### src/rtl/oc4_bridge_pkg.sv
// oc4_bridge_pkg: per-VC payload layouts, default depths, pack/unpack helpers and bridge FSM states
package oc4_bridge_pkg;
  typedef enum logic [1:0] {ST_INIT, ST_LOAD, ST_RUN} bridge_state_e;
  typedef struct packed {
    logic [7:0]  opcode;
    logic [15:0] afutag;
    logic [1:0]  dl;
    logic [1:0]  dp;
    logic [3:0]  resp_code;
    logic [23:0] host_tag;
  } vc0_t;
  typedef struct packed {
    logic [7:0]  opcode;
    logic [15:0] capptag;
    logic [63:0] pa;
    logic [1:0]  dl;
    logic [2:0]  pl;
    logic [63:0] be;
    logic        t;
    logic [3:0]  flag;
    logic        os;
    logic [4:0]  mad;
  } vc1_t;
  typedef struct packed {
    logic [7:0]  opcode;
    logic [11:0] actag;
    logic [3:0]  stream_id;
    logic [63:0] ea;
    logic [15:0] afutag;
    logic [1:0]  dl;
    logic [2:0]  pl;
    logic        os;
    logic [15:0] bdf;
    logic [19:0] pasid;
    logic [3:0]  flag;
    logic [7:0]  cmd_mad;
  } vc3_t;
  localparam int VC0_PAYLOAD_W = $bits(vc0_t);
  localparam int VC1_PAYLOAD_W = $bits(vc1_t);
  localparam int VC3_PAYLOAD_W = $bits(vc3_t);
  localparam int VC0_OPCODE_LSB = 48;
  localparam int VC0_AFUTAG_LSB = 32;
  localparam int VC1_OPCODE_LSB = 160;
  localparam int VC1_CAPPTAG_LSB = 144;
  localparam int VC1_PA_LSB = 80;
  localparam int VC3_OPCODE_LSB = 150;
  localparam int VC3_EA_LSB = 70;
  localparam int VC3_AFUTAG_LSB = 54;
  localparam int VC0_FIFO_DEPTH = 8;
  localparam int VC1_FIFO_DEPTH = 8;
  localparam int VC3_FIFO_DEPTH = 16;
  function automatic logic [VC0_PAYLOAD_W-1:0] pack_vc0(vc0_t f);
    return f;
  endfunction
  function automatic vc0_t unpack_vc0(logic [VC0_PAYLOAD_W-1:0] p);
    return vc0_t'(p);
  endfunction
  function automatic logic [VC1_PAYLOAD_W-1:0] pack_vc1(vc1_t f);
    return f;
  endfunction
  function automatic vc1_t unpack_vc1(logic [VC1_PAYLOAD_W-1:0] p);
    return vc1_t'(p);
  endfunction
  function automatic logic [VC3_PAYLOAD_W-1:0] pack_vc3(vc3_t f);
    return f;
  endfunction
  function automatic vc3_t unpack_vc3(logic [VC3_PAYLOAD_W-1:0] p);
    return vc3_t'(p);
  endfunction
endpackage

### src/rtl/oc4_vc_credit_bridge_if.sv
// oc4_vc_credit_bridge_if: one VC channel, TLX side (valid/payload in, credits out) and AFU side (credits in, valid/payload out)
// master: drives tlx_vc_valid, tlx_vc_payload, afu_initial_credit, afu_credit; slave: the bridge
interface oc4_vc_credit_bridge_if
  import oc4_bridge_pkg::*;
#(
  parameter int PAYLOAD_W = VC1_PAYLOAD_W,
  parameter int CREDIT_W = 7
);
  logic                 tlx_vc_valid;
  logic [PAYLOAD_W-1:0] tlx_vc_payload;
  logic [CREDIT_W-1:0]  afu_tlx_vc_initial_credit;
  logic                 afu_tlx_vc_credit;
  logic [CREDIT_W-1:0]  afu_initial_credit;
  logic                 afu_credit;
  logic                 afu_vc_valid;
  logic [PAYLOAD_W-1:0] afu_vc_payload;
  modport master (
    output tlx_vc_valid, tlx_vc_payload, afu_initial_credit, afu_credit,
    input  afu_tlx_vc_initial_credit, afu_tlx_vc_credit, afu_vc_valid, afu_vc_payload
  );
  modport slave (
    input  tlx_vc_valid, tlx_vc_payload, afu_initial_credit, afu_credit,
    output afu_tlx_vc_initial_credit, afu_tlx_vc_credit, afu_vc_valid, afu_vc_payload
  );
endinterface

### src/rtl/oc4_bridge_fifo.sv
// oc4_bridge_fifo: power-of-2 synchronous FIFO with simultaneous push/pop and occupancy level
// ports: clock, reset_n (async active-low), push/pop (pre-qualified), din, head (current head entry), level
module oc4_bridge_fifo #(
  parameter int W = 168,
  parameter int DEPTH = 8
) (
  input  logic                     clock,
  input  logic                     reset_n,
  input  logic                     push,
  input  logic                     pop,
  input  logic [W-1:0]             din,
  output logic [W-1:0]             head,
  output logic [$clog2(DEPTH):0]   level
);
  localparam int AW = $clog2(DEPTH);
  logic [W-1:0]  mem [DEPTH];
  logic [AW-1:0] wr, rd;
  always_ff @(posedge clock or negedge reset_n) begin
    if (!reset_n) begin
      wr    <= '0;
      rd    <= '0;
      level <= '0;
    end else begin
      wr    <= wr + AW'(push);
      rd    <= rd + AW'(pop);
      level <= level + (AW+1)'(push) - (AW+1)'(pop);
    end
  end
  always_ff @(posedge clock) begin
    if (push) mem[wr] <= din;
  end
  assign head = mem[rd];
endmodule

### src/rtl/oc4_vc_credit_bridge.sv
// oc4_vc_credit_bridge: registered credit-managed bridge from one TLX VC to the matching AFU port
// ports: clock, reset_n (async active-low), bus (slave modport: TLX valid/payload/credits, AFU valid/payload/credits),
//        fifo_level (occupancy), overflow_err (sticky drop), credit_err (sticky excess AFU credit)
module oc4_vc_credit_bridge
  import oc4_bridge_pkg::*;
#(
  parameter int PAYLOAD_W = 168,
  parameter int FIFO_DEPTH = 8,
  parameter int CREDIT_W = 7,
  parameter bit PASSTHRU = 1'b0
) (
  input  logic                        clock,
  input  logic                        reset_n,
  oc4_vc_credit_bridge_if.slave       bus,
  output logic [$clog2(FIFO_DEPTH):0] fifo_level,
  output logic                        overflow_err,
  output logic                        credit_err
);
  localparam int LW = $clog2(FIFO_DEPTH) + 1;
  if (PASSTHRU) begin : g_pass
    assign bus.afu_vc_valid              = bus.tlx_vc_valid;
    assign bus.afu_vc_payload            = bus.tlx_vc_payload;
    assign bus.afu_tlx_vc_initial_credit = bus.afu_initial_credit;
    assign bus.afu_tlx_vc_credit         = bus.afu_credit;
    assign fifo_level                    = '0;
    assign overflow_err                  = 1'b0;
    assign credit_err                    = 1'b0;
  end else begin : g_bridge
    bridge_state_e        state;
    logic [CREDIT_W-1:0]  cnt;
    logic [PAYLOAD_W-1:0] head, stage_d, out_d;
    logic                 stage_v, out_v, ovf, cerr;
    logic                 pop, push_ok, credit_in, credit_bad;
    logic [LW-1:0]        level;
    assign pop       = state == ST_RUN && level != '0 && cnt != '0;
    assign push_ok   = bus.tlx_vc_valid && (level != LW'(FIFO_DEPTH) || pop);
    assign credit_in = bus.afu_credit && state == ST_RUN;
    // a credit racing a pop nets to zero and cannot overrun; a zero initial credit has no ceiling but the counter max
    assign credit_bad = credit_in && !pop &&
                        (cnt == '1 || (bus.afu_initial_credit != '0 && cnt == bus.afu_initial_credit));
    oc4_bridge_fifo #(.W(PAYLOAD_W), .DEPTH(FIFO_DEPTH)) u_fifo (
      .clock(clock), .reset_n(reset_n), .push(push_ok), .pop(pop),
      .din(bus.tlx_vc_payload), .head(head), .level(level)
    );
    // popped entry passes through one staging register before the AFU-facing output register
    always_ff @(posedge clock or negedge reset_n) begin
      if (!reset_n) begin
        state   <= ST_INIT;
        cnt     <= '0;
        stage_v <= 1'b0;
        stage_d <= '0;
        out_v   <= 1'b0;
        out_d   <= '0;
        ovf     <= 1'b0;
        cerr    <= 1'b0;
      end else begin
        state   <= state == ST_INIT ? ST_LOAD : ST_RUN;
        cnt     <= state == ST_LOAD ? bus.afu_initial_credit :
                   (pop && !credit_in) ? cnt - 1'b1 :
                   (credit_in && !pop && !credit_bad) ? cnt + 1'b1 : cnt;
        stage_v <= pop;
        stage_d <= pop ? head : stage_d;
        out_v   <= stage_v;
        out_d   <= stage_v ? stage_d : out_d;
        ovf     <= ovf | (bus.tlx_vc_valid && !push_ok);
        cerr    <= cerr | credit_bad;
      end
    end
    assign bus.afu_vc_valid              = out_v;
    assign bus.afu_vc_payload            = out_d;
    assign bus.afu_tlx_vc_credit         = out_v;
    assign bus.afu_tlx_vc_initial_credit = CREDIT_W'(FIFO_DEPTH);
    assign fifo_level                    = level;
    assign overflow_err                  = ovf;
    assign credit_err                    = cerr;
  end
endmodule
### src/flat_wrapper.sv
// flat-port wrapper written by rule: the top's interface ports become plain ports
module oc4_vc_credit_bridge_flat import oc4_bridge_pkg::*;
#(
  parameter int PAYLOAD_W = 168,
  parameter int FIFO_DEPTH = 8,
  parameter int CREDIT_W = 7,
  parameter bit PASSTHRU = 1'b0
)
  (clock, reset_n, fifo_level, overflow_err, credit_err, bus_tlx_vc_valid, bus_tlx_vc_payload, bus_afu_initial_credit, bus_afu_credit, bus_afu_tlx_vc_initial_credit, bus_afu_tlx_vc_credit, bus_afu_vc_valid, bus_afu_vc_payload);
  oc4_vc_credit_bridge_if #(.PAYLOAD_W(PAYLOAD_W), .CREDIT_W(CREDIT_W)) bus_i ();
  input  logic clock;
  input  logic reset_n;
  output logic [$clog2(FIFO_DEPTH):0] fifo_level;
  output logic overflow_err;
  output logic credit_err;
  input wire logic [$bits(bus_i.tlx_vc_valid)-1:0] bus_tlx_vc_valid;
  input wire logic [$bits(bus_i.tlx_vc_payload)-1:0] bus_tlx_vc_payload;
  input wire logic [$bits(bus_i.afu_initial_credit)-1:0] bus_afu_initial_credit;
  input wire logic [$bits(bus_i.afu_credit)-1:0] bus_afu_credit;
  output wire logic [$bits(bus_i.afu_tlx_vc_initial_credit)-1:0] bus_afu_tlx_vc_initial_credit;
  output wire logic [$bits(bus_i.afu_tlx_vc_credit)-1:0] bus_afu_tlx_vc_credit;
  output wire logic [$bits(bus_i.afu_vc_valid)-1:0] bus_afu_vc_valid;
  output wire logic [$bits(bus_i.afu_vc_payload)-1:0] bus_afu_vc_payload;
  assign bus_i.tlx_vc_valid = bus_tlx_vc_valid;
  assign bus_i.tlx_vc_payload = bus_tlx_vc_payload;
  assign bus_i.afu_initial_credit = bus_afu_initial_credit;
  assign bus_i.afu_credit = bus_afu_credit;
  assign bus_afu_tlx_vc_initial_credit = bus_i.afu_tlx_vc_initial_credit;
  assign bus_afu_tlx_vc_credit = bus_i.afu_tlx_vc_credit;
  assign bus_afu_vc_valid = bus_i.afu_vc_valid;
  assign bus_afu_vc_payload = bus_i.afu_vc_payload;
  oc4_vc_credit_bridge #(.PAYLOAD_W(PAYLOAD_W), .FIFO_DEPTH(FIFO_DEPTH), .CREDIT_W(CREDIT_W), .PASSTHRU(PASSTHRU)) u_core (.clock(clock), .reset_n(reset_n), .bus(bus_i), .fifo_level(fifo_level), .overflow_err(overflow_err), .credit_err(credit_err));
endmodule
### config.mk
export PLATFORM = sky130hd
export DESIGN_NAME = oc4_vc_credit_bridge_flat
export DESIGN_NICKNAME = d
export VERILOG_FILES = /design/src/rtl/oc4_bridge_pkg.sv /design/src/rtl/oc4_vc_credit_bridge_if.sv /design/src/rtl/oc4_bridge_fifo.sv /design/src/rtl/oc4_vc_credit_bridge.sv /design/src/flat_wrapper.sv
export SDC_FILE = /design/constraint.sdc
export NUM_CORES = 1
export LEC_CHECK = 0
export BUFFER_PORTS_ARGS = -buffer_cell sky130_fd_sc_hd__clkbuf_2
export CAP_MARGIN = 30
export CORE_UTILIZATION = 53
export CTS_BUF_LIST = sky130_fd_sc_hd__clkbuf_8
export CTS_CLUSTER_SIZE = 24
export DETAILED_ROUTE_END_ITERATION = 8
export PLACE_DENSITY = 0.76
export SYNTH_ARGS = -nofsm -noshare
export SYNTH_HDL_FRONTEND = slang
export SYNTH_SLANG_ARGS = --single-unit
export TNS_END_PERCENT = 20
### constraint.sdc
create_clock -name clock -period 27.9 [get_ports clock]
set_clock_uncertainty 0.15 [all_clocks]
set_input_delay 5.58 -clock clock [delete_from_list [all_inputs] [get_ports clock]]
set_output_delay 5.58 -clock clock [all_outputs]
set_load 0.02 [all_outputs]
-- Word-level counts from Yosys, hierarchy flattened
Memories as Yosys holds them, arrays and structs flattened. A register that Yosys moved wholly into a read port is not among the register bits.
Index checks and enable logic that the tools add are counted.
- register bits: 191
- RAM bits: 1344
- memories kept: 1
- bits of input ports: 179
- reduce and logical (&&, ||, !) cells: 22
- $add $sub $neg: 6
- equal/unequal tests: 5
- bitwise gates (word level): 2
- muxes and demuxes: 6
- memory list (name ; depth ; width ; read ports ; clocked after memory_dff ; wr ports ; RTL line ; source):
    u_core.g_bridge.u_fifo.mem ; 8 ; 168 ; 1 ; 1 ; 1 ; oc4_bridge_fifo.sv:16 ; logic [W-1:0] mem [DEPTH];
- operator list (cell ; count):
    2-to-1 mux 7 bit ; 3
    nonzero test 7 bit ; 2
    logical AND 1 bit ; 10
    adder 7 x 1 -> 7 bit, second input constant ; 1
    equality test 7 bit ; 1
    equality test 7 bit, second input constant ; 1
    subtractor 7 x 1 -> 7 bit, second input constant ; 1
    adder 3 x 1 -> 3 bit ; 2
    logical NOT 1 bit ; 5
    adder 4 x 1 -> 4 bit ; 1
    != test 4 bit, second input constant ; 1
    nonzero test 4 bit ; 1
    subtractor 4 x 1 -> 4 bit ; 1
    nonzero test 3 bit ; 1
    equality test 2 x 1 -> 1 bit, second input constant ; 1
    equality test 2 bit, second input constant ; 1
    logical NOT 2 bit ; 1
    logical OR 1 bit ; 2
    2-to-1 mux 1 bit ; 2
    2-to-1 mux 2 bit ; 1
    bitwise OR 1 bit ; 2

-- Longest topological paths before layout
Gate-level depths: netlist of the first run.
- word-level depth: 11
- depth in mapped cells: 14
- gate-level depth less buffers: 12

-- By module
From an unflattened synthesis of the first run, not the netlist that was laid out.
- cells, all modules: 2804
- area total of the unflattened synthesis: 64575.7 um^2
- modules (own cells, without submodules) (module ; times used ; sequential area each (um^2) ; cells an instance ; area an instance (um^2)):
    oc4_bridge_fifo ; 1 ; 40608.9 ; 1988 ; 50769.9
    oc4_vc_credit_bridge ; 1 ; 8733.4 ; 816 ; 13805.7

-- Worst setup path after synthesis of the first run
No wires, ideal clock.
- path kind: input port to flip-flop
- from: input port bus_tlx_vc_valid
- to: memory u_core.g_bridge.u_fifo.mem[0][0] (enable)
- required time: 26.644 ns
- setup time: 1.106 ns
- data arrival time: 21.488 ns
- setup slack: 5.155 ns
- stages: 2
- cell sequence: nand2_1 > nor4_1
- cells in the longest elaborated chain, start to end: 3
- ends and longest elaborated chain (item ; RTL line ; source):
    start, declared ; flat_wrapper.sv:16 ; input wire logic [$bits(bus_i.tlx_vc_valid)-1:0] bus_tlx_vc_valid;
    logical AND 1 bit ; oc4_vc_credit_bridge.sv:36 ; assign push_ok = bus.tlx_vc_valid && (level != LW'(FIFO_DEPTH) || pop);
    2-to-1 mux 1 bit ; oc4_bridge_fifo.sv:30 ; if (push) mem[wr] <= din;
    2-to-1 mux 1 bit (not written as such) ; oc4_bridge_fifo.sv:30 ;
    end, declared ; oc4_bridge_fifo.sv:16 ;
No other way between the ends.

-- Final worst setup path of the first run
- from: input port bus_tlx_vc_valid
- to: memory u_core.g_bridge.u_fifo.mem[5][6] (enable)
Same word-level chain as after synthesis.

==> impl_metrics.yaml, run 1 <==
critical_path:
  cp.arrival_ns: 8.74
  critPathBufInv: 6
  path_class: "input port to flop"
  rrSetupSlack_ns: 22.86
  slowest_stage: "buf_4"
  crit_family: "buffers and inverters"
  cpPeakStageDelay_ns: 0.64
  crit_required_ns: 28.30
  cp-start-kind: "input port"
  crit_chain: "clkbuf_2 -> nand2_1 -> inv_1 -> nand2_1 -> nor2_4 -> buf_16 -> buf_4 -> buf_4 -> buf_16"
  end_kind: "flop"
  critPathMaxFanout: 47
floorplanning:
  ios: 362
  initial_utilization: 0.537
  die_h_um: 348
  core_um2: 118000
  row_count: 126
  die_area_um2: 121000
  die_w_um: 348
global_routing:
  gr-total-overflow: 0
  grtUsageTotal: 0.211
  grt_pass1_vias: 31200
  use_met1: 0.281
  antenna_found_initial: 23
  gr-usage-met2: 0.344
  busiest_layer: "met2"
  grt_use_met3: 0.0513
  grt_max_degree: 162
  grt_pass1_wl_mm: 191
final_layout:
  drive_above_1_share: 0.343
  final_cells: 5340
  area_delta_synth_final_pct: 14.2
  nNetsFinal: 3716
  design_area_um2: 72500
  fin_util: 0.613
clocking:
  clkTransAtPathRegs_ns: 0.06
  h-tree-depth: 5
  clk_latency_ns: 0.92
  clock_path_buffers: 4
  cts_buffers: 284
  post_cts_resize_count: 0
  cts_setup_buffers: 0
  cts_root_buf: "clkbuf_8"
  cts_hold_buf: 0
  cts.sinks: 1703
  cts_tree: "built"
timing:
  relSlewSlack: 0.0498
  setup_viol_count_final: 0
  hold_viol_final: 0
  tns_ns: 0
  fmax_mhz: 120
  maxSlewViolCount: 0
  finalCriticalPeriod_ns: 8.35
  period_share: 0.299
  tightest_slew_ns: 1.43
  holdWs_ns: 0.317
  rsz0062_at_grt: "false"
placed_design:
  io_buffers: 354
  place_congestion: 0.757
  placed_cell_area_um2: 67300
  placed_cells: 4838
  hpwlAfterDp_mm: 71.4
logic_synthesis:
  synth.distinct_cells: 53
  synthTopCellsByArea: "edfxtp_1 (64%), dfrtp_1 (14%), mux4_2 (12%)"
  syn_area_um2: 63500
  yosysWarningCount: 0
  synthArstFlopShare: 0.211
  ys_ff_latch: 1703
  synth.avg_cell_area_um2: 21.2
  synth_ff_type: "edfxtp_1"
  synth_top_area_share: 0.635
  yosysTopAreaCell: "edfxtp_1"
  synth_edf_count: 1344
  syn_inst: 2990
  seq_area_frac_synth: 0.777
power:
  power-per-cell-area_nw_per_um2: 108
  p_leak_nw: 25.9
  irDropWorstVdd_mv: 0.116
detailed_routing:
  wl_per_cell_um: 23.6
  dr.pass1.iters: 5
  drc: 0
  drtIter0Drc: 2219
  dr_total_vias: 30000
  post_drt_via_cell_ratio: 5.61
  postRouteAntennaNets: 0
  drt_wl_total_mm: 126
min_path:
  hold_path_class: "flop to flop"
run:
  cap_violations: 0
status:
  outcome: "finished, final reports clean"
-- Yosys cell counts, types with 3 or more instances --
library cell and instances:
dfrtp_1 359, o21ai_1 3, buf_1 29, nand4_1 3
o31ai_1 3, nand3_1 5, mux2i_1 170, edfxtp_1 1344
mux2_2 170, nor2_1 7, nor2b_1 4, buf_6 3
nor3_1 4, nand2_1 175, inv_1 14, buf_4 8
xor2_1 7, mux4_2 336, ha_1 11, xnor2_1 4
o21ai_0 169, buf_2 29, clkbuf_1 94
-- layout by cell type, fill, tap and decap left out, types with 5 or more instances in the layout --
cell,instances
edfxtp_1,1344
dfrtp_1,355
clkbuf_2,353
mux4_2,336
clkbuf_8,311
nand2_1,175
mux2i_1,170
mux2_2,170
o21ai_0,169
inv_1,128
buf_4,37
clkinv_1,32
clkinv_2,17
diode_2,12
ha_1,11
buf_16,8
buf_12,8
xor2_1,7
conb_1,7
clkinvlp_4,7
nand3_1,5
bufinv_16,5
-- cell type report --
class | instances | area, µm²
multi-input combinational | 1115 | 13500
antenna | 12 | 30.0
inverter | 14 | 52.6
clock buffer | 311 | 4280
timing repair buffer | 407 | 2440
fill | 8045 | 45900
clock inverter | 178 | 862
sequential | 1703 | 49400
tap | 1600 | 2000
-- per-stage QoR --
stage | total power (W) | worst slack (ns)
detailed placement | 0.00592 | 18.63
finish | 0.00781 | 19.55
global route | 0.00820 | 19.41
CTS | 0.00791 | 19.60
floorplan | 0.00528 | 5.16
global placement | 0.00583 | 18.27
-- where the power goes --
part | switching, W | internal, W | leakage, nW | total (W)
logic | 0.00122 | 0.000993 | 6.43 | 0.00222
registers | 0.000266 | 0.00334 | 16.4 | 0.00361
clock network | 0.000921 | 0.00106 | 3.05 | 0.00199
total | 0.00241 | 0.00540 | 25.9 | 0.00781
-- cells by family (layout without fill, tap and decap cells) --
kind of cell             count (synthesis)  after routing  synth area share
AO/OA/AOI/OAI                          196            196            0.0173
XOR/XNOR                                11             11           0.00152
adder cells (fa/ha/maj)                 12             12           0.00248
buffers and inverters                  177            910            0.0119
flip-flops                            1703           1703             0.777
multiplexers                           677            677             0.176
other                                    2             19          0.000118
AND/OR/NAND/NOR                        212            212            0.0138
-- worst register-to-register path, stage by stage (launching register included) --
cell      delay (ns)
dfrtp_1         0.35
inv_1           0.08
ha_1            0.20
or3b_2          0.37
o211ai_4        0.23
nand3_1         0.19
nand2_1         0.27
inv_1           0.18
nand2_1         0.22
nor2_4          0.54
buf_16          0.24
buf_4           0.65
buf_4           0.64
buf_16          0.33
-- sequential cells by signal, indices dropped and copies added, names as in the netlist --
register and cells:
u_core.bus.afu_tlx_vc_credit 1, u_core.g_bridge.u_fifo.rd 3, u_core.g_bridge.stage_d 168, u_core.g_bridge.u_fifo.mem 1344
u_core.g_bridge.u_fifo.level 4, u_core.overflow_err 1, u_core.credit_err 1, u_core.g_bridge.state 2
u_core.g_bridge.stage_v 1, u_core.bus.afu_vc_payload 168, u_core.g_bridge.u_fifo.wr 3, u_core.g_bridge.cnt 7
-- worst paths after layout --
kind	start	endpoint	cells past startpoint
max	bus_tlx_vc_valid	u_core.g_bridge.u_fifo.mem[5][6]$_DFFE_PP_	9
min	u_core.g_bridge.stage_d[133]$_DFFE_PN0P_	u_core.bus.afu_vc_payload[133]$_DFFE_PN0P_	1
max reg2reg	u_core.g_bridge.u_fifo.level[2]$_DFF_PN0_	u_core.g_bridge.u_fifo.mem[5][6]$_DFFE_PP_	13
min reg2reg	u_core.g_bridge.stage_d[133]$_DFFE_PN0P_	u_core.bus.afu_vc_payload[133]$_DFFE_PN0P_	1
max in group asynchronous	reset_n	u_core.g_bridge.stage_d[109]$_DFFE_PN0P_	4
min in group asynchronous	reset_n	u_core.g_bridge.stage_d[48]$_DFFE_PN0P_	1
-- metal layers --
layer	up-vias	routed length, µm	part of all wire
li1	13200	-	-
met1	15600	51800	0.41
met2	945	63000	0.50
met3	263	7940	0.063
met4	24	3290	0.026
met5	-	154	0.0012
Note: power is estimated with default switching activity, not from simulation.
==> inputs of run 2 (changes only) <==
PLACE_DENSITY = 0.79   (was 0.76)
clock period = 7.05 ns   (was 27.9 ns; I/O delays follow)
==> impl_metrics.yaml, run 2 (synthesized netlist as in run 1, its figures left out) <==
floorplanning:
  initial_utilization: 0.537
  die_area_um2: 121000
  die_h_um: 348
  die_w_um: 348
  ios: 362
  core_um2: 118000
  row_count: 126
clocking:
  cts.sinks: 1703
  clock_path_buffers: 4
  cts_setup_buffers: 0
  clk_latency_ns: 0.98
  h-tree-depth: 5
  cts_hold_buf: 0
  cts_root_buf: "clkbuf_8"
  cts_tree: "built"
  post_cts_resize_count: 0
  cts_buffers: 283
  clkTransAtPathRegs_ns: 0.07
power:
  p_total_w: 0.0311
  p_leak_nw: 25.9
  irDropWorstVdd_mv: 0.327
  power-per-cell-area_nw_per_um2: 428
global_routing:
  grtUsageTotal: 0.217
  grt_max_degree: 148
  gr-total-overflow: 0
  grt_pass1_wl_mm: 196
  grt_pass1_vias: 31900
  antenna_found_initial: 22
placed_design:
  io_buffers: 354
  hpwlAfterDp_mm: 71.6
  dp_slack_ns: 2.80
  place_congestion: 0.785
critical_path:
  crit_path_end: "u_core.g_bridge.cnt[6]$_DFFE_PN0P_"
  cp-start-kind: "flop"
  path_class: "flop to flop"
  startpoint: "u_core.g_bridge.u_fifo.level[2]$_DFF_PN0_"
  timing.rr.end: "u_core.g_bridge.cnt[6]$_DFFE_PN0P_"
  rrSetupSlack_ns: 2.97
  crit_required_ns: 7.72
  cp.arrival_ns: 4.75
  r2r_cells: 10
  worstReg2RegStart: "u_core.g_bridge.u_fifo.level[2]$_DFF_PN0_"
  critPathMaxFanout: 103
  end_kind: "flop"
timing:
  period_share: 0.578
  holdWs_ns: 0.322
  rsz0062_at_grt: "false"
  worst_slack_ns: 2.97
  tightest_slew_ns: 1.08
  relSlewSlack: 0.281
  hold_viol_final: 0
  finalCriticalPeriod_ns: 4.08
  tns_ns: 0
  fmax_mhz: 245
  maxSlewViolCount: 0
  setup_viol_count_final: 0
final_layout:
  nNetsFinal: 3705
  drive_above_1_share: 0.343
  area_delta_synth_final_pct: 14.3
  fin_util: 0.613
  largest_register_ffs: 1344
  layout_common_cells: "edfxtp_1 (1344), clkbuf_2 (353), dfrtp_1 (353)"
  fill_cells: 8074
  top_register: "u_core.g_bridge.u_fifo.mem"
  final_common_cell: "edfxtp_1"
detailed_routing:
  dr.pass1.iters: 5
  dr_total_vias: 30000
  drc: 0
  post_drt_via_cell_ratio: 5.62
  wl_per_cell_um: 24.2
  drt_wl_total_mm: 129
  postRouteAntennaNets: 0
  drtIter0Drc: 2377
run:
  cap_violations: 0
min_path:
  hold_path_class: "flop to flop"
  hold_depth: 2
status:
  outcome: "finished, final reports clean"
## run 2: cell count changes in the layout (fill, tap and decap cells not counted), sizes merged
cell / change
buf: -10
bufinv: +2
clkbuf: +4
clkinv: +3
clkinvlp: -4
diode: +1
inv: +2
## run 2: worst min-delay path by stage
stage / start / endpoint
floorplan: u_core.g_bridge.stage_v$_DFF_PN0_ / u_core.bus.afu_tlx_vc_credit$_DFF_PN0_
global placement: u_core.g_bridge.stage_d[81]$_DFFE_PN0P_ / u_core.g_bridge.stage_d[81]$_DFFE_PN0P_
detailed placement: u_core.g_bridge.stage_d[69]$_DFFE_PN0P_ / u_core.g_bridge.stage_d[69]$_DFFE_PN0P_
CTS: reset_n / u_core.g_bridge.stage_d[141]$_DFFE_PN0P_
global route: reset_n / u_core.bus.afu_vc_payload[142]$_DFFE_PN0P_
finish: u_core.g_bridge.stage_d[69]$_DFFE_PN0P_ / u_core.g_bridge.stage_d[69]$_DFFE_PN0P_
## run 2: power breakdown
part	switching, W	total (W)	internal (W)
logic	0.00474	0.00868	0.00394
registers	0.00115	0.0144	0.0132
clock network	0.00372	0.00806	0.00434
total	0.00961	0.0311	0.0215
## run 2: routing by layer
| metal | track usage | vias up | routed length, µm |
|---|---|---|---|
| li1 | - | 13100 | - |
| met1 | 0.280 | 15700 | 51900 |
| met2 | 0.366 | 912 | 67200 |
| met3 | 0.0435 | 257 | 6590 |
| met4 | 0.0801 | 22 | 3420 |
| met5 | 0 | - | 150 |
## run 2: final cells by class
class	count	area, µm²	area share
flip-flops and latches	1703	49400	0.680
multi-input cells	1115	13500	0.187
clock buffers	315	4340	0.0597
repair buffers	397	2380	0.0327
well taps	1600	2000	0.0276
clock inverters	181	921	0.0127
inverters	14	52.6	0.000724
diodes	13	32.5	0.000448
## run 2: worst max-delay path: stages, from the launching register on
cell	delay [ns]
dfrtp_2	0.40
inv_1	0.11
ha_1	0.16
or3b_2	0.50
o211ai_4	0.11
buf_4	0.67
buf_4	0.85
o21ai_1	0.22
o22ai_1	0.24
mux2_1	0.19
o211ai_2	0.07
## run 2: metrics by stage
step	instance area (µm²)	cells
floorplan	63600	2995
global placement	67300	4826
detailed placement	67300	4828
CTS	72600	5324
global route	72600	5337
finish	72600	5338
==> inputs of run 3 (changes only) <==
clock period = 3.3 ns   (was 7.05 ns; I/O delays follow)
==> impl_metrics.yaml, run 3 (synthesized netlist as in run 1, its figures left out) <==
status:
  outcome: "finished, final reports clean"
detailed_routing:
  dr.pass1.iters: 6
  postRouteAntennaNets: 0
  drt_wl_total_mm: 132
  dr_total_vias: 31400
  highest_layer: "met5"
  drc: 0
  met1_length_mm: 53.3
  dr_wl_met2_mm: 67.8
  drtIter0Drc: 2357
  dr_wl_met3_mm: 7.89
  wl_per_cell_um: 23.7
  post_drt_via_cell_ratio: 5.64
final_layout:
  top_register: "u_core.g_bridge.u_fifo.mem"
  drive_above_1_share: 0.342
  final_common_cell: "edfxtp_1"
  layout_common_cells: "edfxtp_1 (1344), clkbuf_2 (353), dfrtp_1 (353)"
  largest_register_ffs: 1344
  area_delta_synth_final_pct: 18.1
  nNetsFinal: 3965
  fin_util: 0.634
global_routing:
  grt_pass1_vias: 33800
  grt_pass1_wl_mm: 202
  grtUsageTotal: 0.222
  grt_max_degree: 123
  gr-total-overflow: 0
  antenna_found_initial: 15
floorplanning:
  ios: 362
  die_area_um2: 121000
  die_h_um: 348
  die_w_um: 348
  initial_utilization: 0.537
  row_count: 126
  core_um2: 118000
timing:
  tightest_slew_ns: 0.920
  setup_viol_count_final: 0
  period_share: 0.967
  tns_ns: 0
  relSlewSlack: 0.387
  maxSlewViolCount: 0
  hold_viol_final: 0
  fmax_mhz: 313
  finalCriticalPeriod_ns: 3.19
clocking:
  cts_buffers: 285
  clock_path_buffers: 4
  cts_tree: "built"
  cts.sinks: 1703
  cts_root_buf: "clkbuf_8"
  clkTransAtPathRegs_ns: 0.06
  h-tree-depth: 5
  clk_latency_ns: 0.98
  cts_setup_buffers: 0
placed_design:
  place_congestion: 0.810
  hpwlAfterDp_mm: 79.5
  io_buffers: 354
power:
  p_comb_frac: 0.301
  switchingPower_w: 0.0210
  p_sw_frac: 0.314
  p_leak_nw: 26.9
  internal_power_w: 0.0460
  irDropWorstVdd_mv: 0.584
  pwr-share-seq: 0.455
  power-per-cell-area_nw_per_um2: 893
  p_clk_frac: 0.245
critical_path:
  cp.arrival_ns: 3.58
  crit_chain: "nor2b_1 -> o211ai_4 -> nand3_4 -> nand2_8 -> inv_1 -> nand2_2 -> nor2_4 -> buf_12"
  cpPeakStageDelay_ns: 0.75
  end_kind: "flop"
  path_class: "flop to flop"
  critPathMaxFanout: 63
  cp-start-kind: "flop"
  slowest_stage: "nor2_4"
  crit_required_ns: 3.69
min_path:
  hold_path_class: "input port to asynchronous set/reset pin"
run:
  cap_violations: 0
run 3: power by group through the flow:
stage	Clock, W	Combinational, W	Sequential [W]
finish	0.0164	0.0202	0.0304
global route	0.0177	0.0216	0.0309
CTS	0.0168	0.0205	0.0304
detailed placement	0	0.0202	0.0308
global placement	0	0.0197	0.0306
floorplan	0	0.0125	0.0316
run 3: per-layer routing:
layer  up-vias  track usage
li1      13600            -
met1     16400        0.291
met2      1132        0.374
met3       211       0.0454
met4        12       0.0720
met5         -            0
run 3: cell type report:
class | instances | area (µm²)
antenna | 11 | 27.5
clock buffer | 310 | 4270
clock inverter | 166 | 692
fill | 7719 | 43400
inverter | 14 | 52.6
multi-input combinational | 1115 | 13600
sequential | 1703 | 49400
tap | 1600 | 2000
timing repair buffer | 655 | 5060
run 3: worst paths after layout:
path / from / end / slack, ns / cells past startpoint
setup / recovery: u_core.g_bridge.state[0]$_DFF_PN0_ / u_core.g_bridge.u_fifo.mem[7][84]$_DFFE_PP_ / 0.11 / 8
hold / removal: reset_n / u_core.bus.afu_vc_payload[142]$_DFFE_PN0P_ / 0.21 / 2
setup reg to reg: u_core.g_bridge.state[0]$_DFF_PN0_ / u_core.g_bridge.u_fifo.mem[7][84]$_DFFE_PP_ / 0.11 / 8
hold reg to reg: u_core.g_bridge.stage_d[65]$_DFFE_PN0P_ / u_core.g_bridge.stage_d[65]$_DFFE_PN0P_ / 0.32 / 2
max in group asynchronous: reset_n / u_core.bus.afu_vc_payload[101]$_DFFE_PN0P_ / 1.72 / 4
min in group clock: u_core.g_bridge.stage_d[65]$_DFFE_PN0P_ / u_core.g_bridge.stage_d[65]$_DFFE_PN0P_ / 0.32 / 2
run 3: repair_timing:
item,CTS,global route
endpoints found under the hold margin,1424,0
gates resized for setup,0,0
hold buffers,178,0
run 3: per-stage QoR:
stage | area (µm²) | hold slack [ns] | setup WS (ns) | total power (W) | cells
5_1_grt | 75000 | 0.210 | -0.0119 | 0.0702 | 5571
6_report | 75000 | 0.206 | 0.110 | 0.0670 | 5574
2_1_floorplan | 63700 | 0.202 | -3.96 | 0.0441 | 2995
4_1_cts | 75000 | 0.182 | 0.142 | 0.0677 | 5563
3_3_place_gp | 68300 | 0.308 | 0.237 | 0.0503 | 4909
3_5_place_dp | 68300 | 0.315 | 0.168 | 0.0510 | 4909
run 3: critical path, delay by kind of cell, from the launching register on:
family / cells / cell delay [ns]
DFF: 1 / 0.38
and+or+nand+nor: 5 / 1.46
buffers and inverters: 2 / 0.49
AOI/OAI and AO/OA: 1 / 0.20
